`config.mk`:
```
export PLATFORM = sky130hd
export DESIGN_NAME = instr_fetch_unit
export DESIGN_NICKNAME = d
export VERILOG_FILES = /design/src/rtl/instr_fetch_unit.sv
export SDC_FILE = /design/constraint.sdc
export NUM_CORES = 1
export LEC_CHECK = 0
export ABC_AREA = 1
export BUFFER_PORTS_ARGS = -buffer_cell sky130_fd_sc_hd__buf_2
export CORE_MARGIN = 1.5
export CORE_UTILIZATION = 45
export CTS_CLUSTER_SIZE = 10
export DETAILED_ROUTE_END_ITERATION = 6
export MAX_ROUTING_LAYER = met4
export PLACE_DENSITY = 0.7
export SETUP_SLACK_MARGIN = 0.1
export SYNTH_ARGS = -nofsm -noshare
export SYNTH_HDL_FRONTEND = slang
export SYNTH_SLANG_ARGS = --single-unit
```
`constraint.sdc`:
```
create_clock -name clk -period 1.8 [get_ports clk]
set_input_delay 0.36 -clock clk [delete_from_list [all_inputs] [get_ports clk]]
set_output_delay 0.36 -clock clk [all_outputs]
set_load 0.005 [all_outputs]
```
`src/rtl/instr_fetch_unit.sv`:
```
// RV32I instruction fetch: owns the PC, keeps one word read outstanding and
// buffers returned words with their PCs in a small FIFO for decode.
module instr_fetch_unit #(
  parameter logic [31:0] RESET_PC = 32'h0000_0060,
  parameter int          DEPTH    = 2
) (
  input  logic        clk,
  input  logic        rst_n,
  output logic        imem_read,
  output logic [31:0] imem_address,
  input  logic [31:0] imem_rdata,
  input  logic        imem_resp,
  input  logic        redirect_valid,
  input  logic [31:0] redirect_pc,
  input  logic        stall,
  output logic        instr_valid,
  output logic [31:0] instr,
  output logic [31:0] instr_pc
);

  localparam int AW = $clog2(DEPTH);
  localparam int CW = AW + 1;
  localparam logic [CW-1:0] FULL_C = CW'(DEPTH);

  localparam logic [1:0] IDLE    = 2'd0;
  localparam logic [1:0] WAIT    = 2'd1;
  localparam logic [1:0] DISCARD = 2'd2;

  logic [1:0]    state_r, state_s;
  logic [31:0]   pc_r, pc_s;
  logic          read_r, read_s;
  logic [31:0]   addr_r, addr_s;
  logic [CW-1:0] count_r, count_s;
  logic          valid_r;
  logic [AW-1:0] wr_ptr_r, rd_ptr_r;
  logic [31:0]   data_mem_r [DEPTH];
  logic [31:0]   pc_mem_r   [DEPTH];

  logic          push_s, pop_s;
  logic [31:0]   target_s, pc_inc_s;

  assign target_s = redirect_pc & 32'hFFFF_FFFC;
  assign pc_inc_s = pc_r + 32'd4;
  // A redirect kills both the word arriving this cycle and any pop.
  assign push_s   = (state_r == WAIT) & imem_resp & ~redirect_valid;
  assign pop_s    = valid_r & ~stall & ~redirect_valid;

  // Occupancy after this cycle's flush / push / pop.
  always_comb begin
    count_s = count_r;
    if (redirect_valid) begin
      count_s = {CW{1'b0}};
    end else if (push_s && !pop_s) begin
      count_s = count_r + CW'(1);
    end else if (pop_s && !push_s) begin
      count_s = count_r - CW'(1);
    end else begin
      count_s = count_r;
    end
  end

  // Fetch FSM: request issue, response acceptance and redirect handling.
  always_comb begin
    state_s = state_r;
    pc_s    = pc_r;
    read_s  = read_r;
    addr_s  = addr_r;
    case (state_r)
      IDLE: begin
        if (redirect_valid) begin
          pc_s = target_s;
        end else if (count_r < FULL_C) begin
          state_s = WAIT;
          read_s  = 1'b1;
          addr_s  = pc_r;
        end else begin
          state_s = IDLE;
        end
      end
      WAIT: begin
        if (imem_resp && redirect_valid) begin
          state_s = IDLE;
          read_s  = 1'b0;
          pc_s    = target_s;
        end else if (imem_resp) begin
          pc_s = pc_inc_s;
          if (count_s < FULL_C) begin
            read_s = 1'b1;
            addr_s = pc_inc_s;
          end else begin
            state_s = IDLE;
            read_s  = 1'b0;
          end
        end else if (redirect_valid) begin
          // Address stays put until the in-flight read completes.
          state_s = DISCARD;
          pc_s    = target_s;
        end else begin
          state_s = WAIT;
        end
      end
      DISCARD: begin
        if (redirect_valid) begin
          pc_s = target_s;
        end else begin
          pc_s = pc_r;
        end
        if (imem_resp) begin
          state_s = IDLE;
          read_s  = 1'b0;
        end else begin
          state_s = DISCARD;
        end
      end
      default: begin
        state_s = IDLE;
        read_s  = 1'b0;
      end
    endcase
  end

  // Control and memory-request registers.
  always_ff @(posedge clk or negedge rst_n) begin
    if (!rst_n) begin
      state_r <= IDLE;
      pc_r    <= RESET_PC;
      read_r  <= 1'b0;
      addr_r  <= 32'd0;
      count_r <= {CW{1'b0}};
      valid_r <= 1'b0;
    end else begin
      state_r <= state_s;
      pc_r    <= pc_s;
      read_r  <= read_s;
      addr_r  <= addr_s;
      count_r <= count_s;
      valid_r <= (count_s != {CW{1'b0}});
    end
  end

  // Instruction FIFO storage and pointers.
  always_ff @(posedge clk or negedge rst_n) begin
    if (!rst_n) begin
      wr_ptr_r <= {AW{1'b0}};
      rd_ptr_r <= {AW{1'b0}};
      for (int i = 0; i < DEPTH; i++) begin
        data_mem_r[i] <= 32'd0;
        pc_mem_r[i]   <= 32'd0;
      end
    end else if (redirect_valid) begin
      wr_ptr_r <= {AW{1'b0}};
      rd_ptr_r <= {AW{1'b0}};
    end else begin
      if (push_s) begin
        data_mem_r[wr_ptr_r] <= imem_rdata;
        pc_mem_r[wr_ptr_r]   <= pc_r;
        wr_ptr_r             <= wr_ptr_r + AW'(1);
      end
      if (pop_s) begin
        rd_ptr_r <= rd_ptr_r + AW'(1);
      end
    end
  end

  assign imem_read    = read_r;
  assign imem_address = addr_r;
  assign instr_valid  = valid_r;
  assign instr        = data_mem_r[rd_ptr_r];
  assign instr_pc     = pc_mem_r[rd_ptr_r];

endmodule

```
==> results of run 1 <==
-- metrics by stage --
step / total power [mW] / utilization [%]
floorplan: 11.5 / -
global placement: 14.3 / 53.5
detailed placement: 14.5 / 53.5
CTS: 19.0 / 58.5
global route: 21.5 / 61.7
finish: 20.0 / 61.7
-- synthesized netlist by cell type, types with 4 or more instances --
cell type,number
a21oi_1,4
buf_2,21
clkbuf_1,38
dfrtp_1,198
inv_1,83
inv_2,4
nand2_1,591
nand2_2,4
nand3_1,50
nand4_1,23
nor2_1,49
o211ai_1,6
o21ai_0,144
o21ai_1,18
o21bai_1,9
o221ai_1,13
-- power breakdown --
part | internal, mW | switching (mW) | total [mW]
clock network | 2.17 | 1.80 | 3.97
registers | 6.33 | 1.21 | 7.55
logic | 3.62 | 4.91 | 8.52
total | 12.1 | 7.92 | 20.0
-- critical path, cell delays in order (launching register included) --
cell and delay, ns:
dfrtp_2 0.45, clkinv_4 0.10, buf_12 0.15, buf_16 0.14, nand2_1 0.06, nand2_1 0.05, buf_2 0.12
-- cell usage in the layout, fill, tap and decap left out, drive strengths merged --
| cell type | Yosys | routed |
|---|---|---|
| nand2 | 595 | 596 |
| buf | 29 | 262 |
| dfrtp | 198 | 198 |
| o21ai | 163 | 163 |
| inv | 87 | 91 |
| nand3 | 51 | 55 |
| nor2 | 53 | 53 |
| nand4 | 24 | 24 |
| clkbuf | 38 | 22 |
| o221ai | 13 | 13 |
| o21bai | 9 | 9 |
| o211ai | 6 | 6 |
| clkinv | 0 | 6 |
| a21oi | 4 | 4 |
| xor2 | 3 | 3 |
| nor3 | 3 | 3 |
| o22ai | 2 | 2 |
| bufinv | 0 | 2 |
| dfstp | 2 | 2 |
| a22oi | 1 | 1 |
| and2 | 1 | 1 |
| o2111ai | 1 | 1 |
| o21a | 1 | 1 |
| a211oi | 1 | 1 |
| o32ai | 1 | 1 |
| a21boi | 1 | 1 |
| or2 | 1 | 1 |
| ha | 1 | 1 |
| clkinvlp | 0 | 1 |
| dlygate4sd3 | 0 | 1 |
-- how the worst min path moves through the flow --
stage / cells past startpoint / start / endpoint
global placement: 1 / rst_n / data_mem_r[5]
global route: 3 / redirect_pc[12] / pc_r[12]
finish: 3 / redirect_pc[5] / pc_r[5]
floorplan: 0 / rst_n / count_r[0]
detailed placement: 1 / rst_n / data_mem_r[37]
CTS: 3 / redirect_pc[11] / pc_r[11]
-- sequential cells by signal, summed over array words and instances, names as in the netlist --
signal        count
count_r           2
data_mem_r       64
imem_address     32
imem_read         1
instr_valid       1
pc_mem_r         64
pc_r             32
rd_ptr_r          1
state_r           2
wr_ptr_r          1
-- layout make-up --
class                           count  share of cell area (%)
Timing Repair Buffer              266                    15.4
Tap cell                          275                    2.64
Sequential cell                   200                    38.5
Clock inverter                     13                    1.24
Inverter                           87                    2.64
Multi-Input combinational cell    940                    36.1
Clock buffer                       19                    3.48
-- metal layers --
metal | part of all wire (%) | up-vias
li1 | - | 4587
met1 | 44 | 4461
met2 | 46 | 387
met3 | 6.7 | 60
met4 | 3.1 | 0
met5 | 0 | -
-- repair_timing --
item	in CTS	in global routing
pin swaps	4	60
hold buffers	1	0
setup endpoints to repair	98	138
hold endpoints to repair	40	0
gates cloned	7	4
resized for setup	42	194
buffers inserted	18	13
-- logic make-up after synthesis --
kind of cell | Yosys count
flops | 200
buf+inv | 154
fa+ha+maj | 1
compound gates | 203
simple gates | 728
xor+xnor | 3
==> out/qor.yml, run 1 <==
outcome:
  outcome: "finished, violations left"
  failed_checks: "negative setup slack"
synth:
  yosys.area_share.simple_pct: 30.1
  synth-compound-area-share_pct: 11.6
  async_flop_share_pct: 100
  synthXorXnorAreaFrac_pct: 0.270
  syn_area_per_cell_um2: 7.55
  syn_nets: 1359
  syn_inst: 1289
  synthMuxAreaShare_pct: 0
  yosysWarnings: 0
  seq_area_frac_synth_pct: 51.5
  ys_types: 37
  yosysTopAreaCell: "dfrtp_1"
  synth_area_um2: 9730
  synth_top_family_by_area: "simple AND/OR/NAND/NOR gates"
  ys_ff_latch: 200
  synth-adder-area-share_pct: 0.129
  ys.flop_type: "dfrtp_1"
  ys_top_cells_by_area: "dfrtp_1 51%, nand2_1 23%, o21ai_0 7.4%, inv_1 3.2%, nand3_1 2.6%"
  synth-edff-count: 0
  synth_top_area_share_pct: 50.9
critical_path:
  cp.arrival_ns: 1.50
  r2r_start: "pc_r[5]"
  rr_endpoint: "imem_address[26]"
  cp_max_fo: 9
  path_class: "register to primary output"
  worstPathRequired_ns: 1.44
  endpoint_kind: "primary output"
  cp-endpoint: "instr[19]"
  reg2regPathDepth: 13
  cp-startpoint: "rd_ptr_r"
  r2r_setup_slack_ns: 0.03
  startpoint_type: "register"
grt:
  grt.busiest_layer: "met2"
  grt_start_max_net_pins: 57
  antenna_found_initial: 0
  grtUsageMet2_pct: 38.5
  use_met1_pct: 35.5
  grt_first_pass_wirelength_um: 43700
  grt_pass1_vias: 8519
  use_met3_pct: 3.48
  grt_usage_pct: 25.6
  grt-ovfl-total: 0
power:
  p_leak_nw: 6.77
  vdd_drop_max_mv: 0.996
  p_per_area_nw_per_um2: 1540
drt:
  avgRoutedWirePerCell_um: 16.0
  first_pass_iters: 5
  drc: 0
  wirelength_um: 28900
  ant_nets: 0
  drt_iter0_drc: 746
  viasPerCell: 5.28
  vias: 9495
timing:
  timing.hold.ws_ns: 0.146
  worst_slack_ns: -0.0620
  final_hold_viol_count: 0
  worstMarginPinSlew_ns: 0.418
  finalCriticalPeriod_ns: 1.86
  finalCritPeriodShare_pct: 103
  skew_ns: 0.0150
  fin_tns_setup_ns: -1.33
  fmax_mhz: 537
  rsz0062_at_grt: "true"
  timing.final.max_slew_violations: 0
  setup_viol: 51
  relSlewSlack_pct: 72.1
final_layout:
  syn_to_final_growth_pct: 33.8
  seqCellArea_um2: 5010
  stdcell_count: 1800
  layout-drive-gt1-share_pct: 30.4
  multi_input_area_um2: 4700
  antennaDiodeCount: 0
  stdcell_area_um2: 13000
  layout.nets: 1582
  fillers: 1867
run:
  cap_violations: 0
die:
  dieArea_um2: 22500
  ios: 167
  start_util_pct: 46.1
  core_um2: 21100
  die_h_um: 150
  rows: 53
  die_x_um: 150
placement:
  gp_congestion: 0.930
  dpl.hpwl_um: 18600
  port_buffers: 164
  dpl-instance-area_um2: 11300
  dp_cells: 1728
  place_ws_ns: -0.0663
cts:
  path_clk_slew_ns: 0.08
  cts_made_buffers: 17
  insertion_delay_ns: 0.44
  numClockSinks: 200
  cts-root-buf: "clkbuf_16"
  clockBufferDepth: 2
  cts_tree: "done"
  htreeDepth: 4
hold_path:
  hp-class: "input port to register"
(Power assumes the default switching activity.)
==> inputs of run 2 (changes only) <==
--- a/config.mk
+++ b/config.mk
@@ -6,6 +6,7 @@
 export NUM_CORES = 1
 export LEC_CHECK = 0
 export ABC_AREA = 1
+export ABC_CLOCK_PERIOD_IN_PS = 1800
 export BUFFER_PORTS_ARGS = -buffer_cell sky130_fd_sc_hd__buf_2
 export CORE_MARGIN = 1.5
 export CORE_UTILIZATION = 45
@@ -14,6 +15,7 @@
 export MAX_ROUTING_LAYER = met4
 export PLACE_DENSITY = 0.7
 export SETUP_SLACK_MARGIN = 0.1
+export SKIP_CTS_REPAIR_TIMING = 1
 export SYNTH_ARGS = -nofsm -noshare
 export SYNTH_HDL_FRONTEND = slang
 export SYNTH_SLANG_ARGS = --single-unit
==> run 2 against run 1 <==
Compared with the run above:
- the run still ends with negative setup slack left
- critical path depth stayed put
- die area stayed put
- clock-buffer cell count stayed put
- clock skew is 0.0028 ns lower
- worst hold slack worse by 0.0028 ns
- total power is 2.1% higher
- combinational power is 4.7% higher
- first-iteration DRC count is 0.54% higher
- final cell count is 1.0% higher
- clock power hardly changed
- critical endpoint unchanged
==> out/qor.yml, run 2 (synthesis gave the netlist of run 1 again) <==
outcome:
  outcome: "finished, violations left"  # unchanged
  failed_checks: "negative setup slack"  # unchanged
critical_path:
  reg2regPathDepth: 10  # was 13
  endpoint_kind: "primary output"  # unchanged
  worstPathRequired_ns: 1.44  # about the same
  path_class: "register to primary output"  # unchanged
  rr_endpoint: "imem_address[20]"  # was imem_address[26]
  cp_max_fo: 9  # unchanged
  r2r_setup_slack_ns: -0.03  # was 0.03 ns
  cp-startpoint: "rd_ptr_r"  # unchanged
  r2r_start: "pc_r[5]"  # unchanged
  startpoint_type: "register"  # unchanged
  cp-endpoint: "instr[19]"  # unchanged
  cp.arrival_ns: 1.58  # was 1.50 ns
die:
  die_x_um: 150  # unchanged
  die_h_um: 150  # unchanged
  ios: 167  # unchanged
  dieArea_um2: 22500  # unchanged
  core_um2: 21100  # unchanged
  start_util_pct: 46.1  # unchanged
  rows: 53  # unchanged
timing:
  worstMarginPinSlew_ns: 0.422  # was 0.418 ns
  fmax_mhz: 515  # was 537 MHz
  finalCriticalPeriod_ns: 1.94  # was 1.86 ns
  finalCritPeriodShare_pct: 108  # was 103%
  relSlewSlack_pct: 71.9  # was 72.1%
  setup_viol: 64  # was 51
  final_hold_viol_count: 0  # unchanged
  skew_ns: 0.0122  # was 0.0150 ns
  timing.hold.ws_ns: 0.143  # was 0.146 ns
  worst_slack_ns: -0.140  # was -0.0620 ns
  timing.final.max_slew_violations: 0  # unchanged
  rsz0062_at_grt: "true"  # unchanged
cts:
  numClockSinks: 200  # unchanged
  cts_made_buffers: 17  # unchanged
  cts-root-buf: "clkbuf_16"  # unchanged
  cts_tree: "done"  # unchanged
  htreeDepth: 4  # unchanged
  path_clk_slew_ns: 0.08  # about the same
  insertion_delay_ns: 0.44  # about the same
  clockBufferDepth: 2  # unchanged
power:
  p_per_area_nw_per_um2: 1530  # was 1540 nW/µm²
  p_total_mw: 20.5  # was 20.0 mW
  vdd_drop_max_mv: 1.17  # was 0.996 mV
  p_leak_nw: 6.97  # was 6.77 nW
placement:
  gp_congestion: 0.930  # unchanged
  dpl.hpwl_um: 18600  # unchanged
  port_buffers: 164  # unchanged
  place_ws_ns: -0.0663  # unchanged
  dpl-instance-area_um2: 11300  # unchanged
final_layout:
  final_cell_mix: "524 x nand2_1, 195 x dfrtp_1, 161 x buf_2, 103 x o21ai_0, 75 x inv_1"  # was 506 x nand2_1, 195 x dfrtp_1, 159 x buf_2, 122 x o21ai_0, 81 x nand2_2
  final_util_pct: 63.6  # was 61.7%
  fillers: 1828  # was 1867
  stdcell_area_um2: 13400  # was 13000 µm²
  syn_to_final_growth_pct: 37.8  # was 33.8%
  layout-drive-gt1-share_pct: 30.6  # was 30.4%
  layout.nets: 1600  # was 1582
  top_regs: "data_mem_r: 64 flops, pc_mem_r: 64 flops"  # unchanged
  antennaDiodeCount: 0  # unchanged
  mostFrequentLayoutCell: "nand2_1"  # unchanged
grt:
  grt-ovfl-total: 0  # unchanged
  grt_usage_pct: 24.4  # was 25.6%
  grt_pass1_vias: 8142  # was 8519
  grt_start_max_net_pins: 57  # unchanged
  antenna_found_initial: 0  # unchanged
  grt_first_pass_wirelength_um: 41800  # was 43700 µm
run:
  cap_violations: 0  # unchanged
hold_path:
  holdPathStages: 3  # unchanged
  hp-class: "input port to register"  # unchanged
drt:
  drt_iter0_drc: 750  # was 746
  wirelength_um: 30500  # was 28900 µm
  drc: 0  # unchanged
  ant_nets: 0  # unchanged
  vias: 9612  # was 9495
  viasPerCell: 5.29  # was 5.28
  avgRoutedWirePerCell_um: 16.8  # was 16.0 µm
  first_pass_iters: 5  # unchanged
run 2: changes by cell type in the layout (fill, tap and decap cells not counted), moves of 5 or more:
cell and change:
o21ai_1 +10, nand2_4 +5, nand2_2 -25, clkbuf_16 +11, o21ai_2 +9, o21ai_0 -19, nand2_1 +18, buf_12 +6
run 2: report_power, final:
part	switching [mW]	internal, mW	leakage, nW	total [mW]
sequential	1.23	6.33	2.56	7.56
clock	1.81	2.17	0.300	3.98
combinational	5.07	3.85	4.12	8.92
total	8.11	12.4	6.97	20.5
run 2: layer usage:
metal	global-route usage [%]	vias to the layer above	routed length, µm
met1	35.1	4530	13500
li1	-	4638	-
met4	8.53	0	928
met5	-	-	0
met2	35.4	378	14200
met3	3.23	66	1830
run 2: critical path, stage by stage, from the launching register on:
cell     delay, ns
dfrtp_2       0.47
inv_8         0.10
buf_6         0.13
buf_6         0.16
nand2_1       0.08
nand2_1       0.09
buf_2         0.12
run 2: final cells by class:
type,count,area (µm²),area share [%]
Inverter,87,344,2.57
Tap cell,275,344,2.57
Timing Repair Buffer,281,2330,17.4
Clock inverter,13,161,1.20
Clock buffer,19,453,3.38
Multi-Input combinational cell,943,4770,35.5
Sequential cell,200,5010,37.4
run 2: worst min-delay path by stage:
stage / slack [ns] / end / start
after floorplan: 0.06 / count_r[0] / rst_n
after global placement: 0.32 / data_mem_r[5] / rst_n
final: 0.14 / pc_r[12] / redirect_pc[12]
after detailed placement: 0.33 / data_mem_r[37] / rst_n
after global routing: 0.13 / pc_r[11] / redirect_pc[11]
after CTS: -0.13 / data_mem_r[5] / rst_n
run 2: metrics by stage:
stage | setup TNS, ns | cells
after global placement | -0.0575 | 1728
after floorplan | 0 | 1289
after global routing | -7.96 | 1818
after CTS | -8.05 | 1760
final | -3.30 | 1818
after detailed placement | -1.04 | 1728
==> inputs of run 3 (changes only) <==
==> constraint.sdc (replaced) <==
create_clock -name clk -period 1.8 [get_ports clk]
set_input_delay 0.36 -clock clk [delete_from_list [all_inputs] [get_ports clk]]
set_output_delay 0.36 -clock clk [all_outputs]
set_load 0.02 [all_outputs]
==> run 3 against run 2 <==
Compared with the run above:
- the run still ends with negative setup slack left
- combinational power increased by 18%
- register-to-register slack about the same
- core utilization decreased by 0.071 points
- critical path type unchanged
==> out/qor.yml, run 3 (synthesis gave the netlist of run 1 again) <==
drt:
  drc: 0  # unchanged
  avgRoutedWirePerCell_um: 17.1  # was 16.8 µm
  top_layer: "met4"  # unchanged
  vias: 9692  # was 9612
  route.layer.met1.wl_um: 13300  # was 13500 µm
  wl_met3_um: 2100  # was 1830 µm
  ant_nets: 0  # unchanged
  viasPerCell: 5.35  # was 5.29
  drt_iter0_drc: 784  # was 750
  wirelength_um: 30900  # was 30500 µm
  wl_met2_um: 14500  # was 14200 µm
  first_pass_iters: 5  # unchanged
critical_path:
  cp_max_fo: 8  # was 9
  cp_slowest_stage_delay_ns: 0.46  # was 0.47 ns
  path_cells: "clkinv_4 -> buf_4 -> clkbuf_16 -> nand2_1 -> nand2_1 -> buf_2"  # was inv_8 -> buf_6 -> buf_6 -> nand2_1 -> nand2_1 -> buf_2
  cp_num_buf_inv: 4  # unchanged
  path_class: "register to primary output"  # unchanged
  crit_family: "buffers and inverters"  # unchanged
  cp_slowest_cell: "dfrtp_2"  # unchanged
  cp-endpoint: "instr[15]"  # was instr[19]
  worstPathRequired_ns: 1.44  # about the same
  reg2regPathDepth: 11  # was 10
  cp.arrival_ns: 1.58  # about the same
  path_common_cell: "nand2_1"
  rr_endpoint: "imem_address[16]"  # was imem_address[20]
  cp-startpoint: "rd_ptr_r"  # unchanged
  r2r_start: "state_r[0]"  # was pc_r[5]
  startpoint_type: "register"  # unchanged
  crit_cells: 6  # unchanged
  endpoint_kind: "primary output"  # unchanged
  r2r_setup_slack_ns: -0.04  # was -0.03 ns
final_layout:
  top_regs: "data_mem_r: 64 flops, pc_mem_r: 64 flops"  # unchanged
  syn_to_final_growth_pct: 37.7  # was 37.8%
  layout.nets: 1592  # was 1600
  antennaDiodeCount: 0  # unchanged
  mostFrequentLayoutCell: "nand2_1"  # unchanged
  final_cell_mix: "522 x nand2_1, 195 x dfrtp_1, 122 x buf_2, 118 x o21ai_0, 74 x inv_1"  # was 524 x nand2_1, 195 x dfrtp_1, 161 x buf_2, 103 x o21ai_0, 75 x inv_1
  layout-drive-gt1-share_pct: 29.8  # was 30.6%
timing:
  finalCritPeriodShare_pct: 108  # about the same
  timing.final.max_slew_violations: 0  # unchanged
  rsz0062_at_grt: "true"  # unchanged
  fmax_mhz: 515  # about the same
  worstMarginPinSlew_ns: 0.391  # was 0.422 ns
  setup_viol: 70  # was 64
  skew_ns: 0.0133  # was 0.0122 ns
  worst_slack_ns: -0.141  # was -0.140 ns
  fin_tns_setup_ns: -6.68  # was -3.30 ns
  relSlewSlack_pct: 73.9  # was 71.9%
  finalCriticalPeriod_ns: 1.94  # about the same
  final_hold_viol_count: 0  # unchanged
power:
  switching_share_pct: 42.3  # was 39.6%
  comb_power_share_pct: 47.9  # was 43.6%
  pwr-share-seq_pct: 34.2  # was 37.0%
  p_per_area_nw_per_um2: 1640  # was 1530 nW/µm²
  p_switching_mw: 9.31  # was 8.11 mW
  vdd_drop_max_mv: 0.962  # was 1.17 mV
  p_leak_nw: 6.90  # was 6.97 nW
  p_clk_share_pct: 17.9  # was 19.4%
  p_total_mw: 22.0  # was 20.5 mW
  p_int_mw: 12.7  # was 12.4 mW
placement:
  dpl.hpwl_um: 18600  # about the same
  place_ws_ns: -0.0474  # was -0.0663 ns
  port_buffers: 164  # unchanged
  gp_congestion: 0.961  # was 0.930
grt:
  grt_usage_pct: 24.2  # was 24.4%
  grt_first_pass_wirelength_um: 41300  # was 41800 µm
  grt-ovfl-total: 0  # unchanged
  antenna_found_initial: 0  # unchanged
  grt_pass1_vias: 7998  # was 8142
  grt_start_max_net_pins: 55  # was 57
die:
  dieArea_um2: 22500  # unchanged
  core_um2: 21100  # unchanged
  rows: 53  # unchanged
  start_util_pct: 46.1  # unchanged
  ios: 167  # unchanged
  die_h_um: 150  # unchanged
  die_x_um: 150  # unchanged
cts:
  cts_tree: "done"  # unchanged
  htreeDepth: 4  # unchanged
  numClockSinks: 200  # unchanged
  clockBufferDepth: 2  # unchanged
  cts-root-buf: "clkbuf_16"  # unchanged
  path_clk_slew_ns: 0.08  # about the same
  insertion_delay_ns: 0.44  # about the same
  cts_made_buffers: 17  # unchanged
outcome:
  failed_checks: "negative setup slack"  # unchanged
  outcome: "finished, violations left"  # unchanged
run:
  cap_violations: 0  # unchanged
hold_path:
  hp-class: "input port to register"  # unchanged
==> run 3: cell types whose count changed in the layout (fill, tap and decap cells not counted), moves of 8 or more <==
cell | previous run | this run
nand2_2 | 56 | 64
o21ai_2 | 17 | 6
o21ai_0 | 103 | 118
buf_4 | 54 | 63
buf_6 | 27 | 58
buf_2 | 161 | 122
==> run 3: final cells by class <==
class	instances	area, µm²
clock inverters	14	165
repair buffers	276	2430
clock buffers	18	439
inverters	87	347
fillers	1802	7690
multi-input cells	940	4660
flip-flops and latches	200	5010
well taps	275	344
==> run 3: metal layers <==
metal | global-route usage (%) | up-vias
li1 | - | 4604
met4 | 6.72 | 0
met2 | 35.0 | 454
met1 | 35.5 | 4563
met5 | - | -
met3 | 3.51 | 71
==> run 3: metrics by stage <==
step           utilization [%]  cells  cell area [µm²]  hold WS (ns)
6_report                  63.5   1810            13400         0.146
5_1_grt                   63.5   1810            13400         0.143
4_1_cts                   56.4   1760            11900        -0.137
3_5_place_dp              53.5   1728            11300         0.324
3_3_place_gp              53.5   1728            11300         0.320
2_1_floorplan                -   1289             9730        0.0644
==> run 3: power by group through the flow <==
stage                     clock, mW  combinational, mW  sequential (mW)
final                          3.93               10.5             7.53
after global routing           4.16               11.4             7.74
after CTS                      4.00               8.24             7.40
after detailed placement          0               8.22             7.46
after global placement            0               8.06             7.43
after floorplan                   0               5.09             7.65
==> run 3: worst reg2reg max path, delay by kind of cell, from the launching register on <==
family,cells,cell delay (ns)
and+or+nand+nor,7,0.81
buffers and inverters,4,0.49
DFF,1,0.44
==> run 3: worst min path at each step <==
| stage | start | to | depth (start not counted) |
|---|---|---|---|
| global route | redirect_pc[3] | pc_r[3] | 3 |
| global placement | rst_n | pc_mem_r[20] | 1 |
| CTS | rst_n | pc_mem_r[52] | 1 |
| floorplan | rst_n | count_r[0] | 0 |
| detailed placement | rst_n | pc_mem_r[52] | 1 |
| finish | redirect_pc[3] | pc_r[3] | 3 |
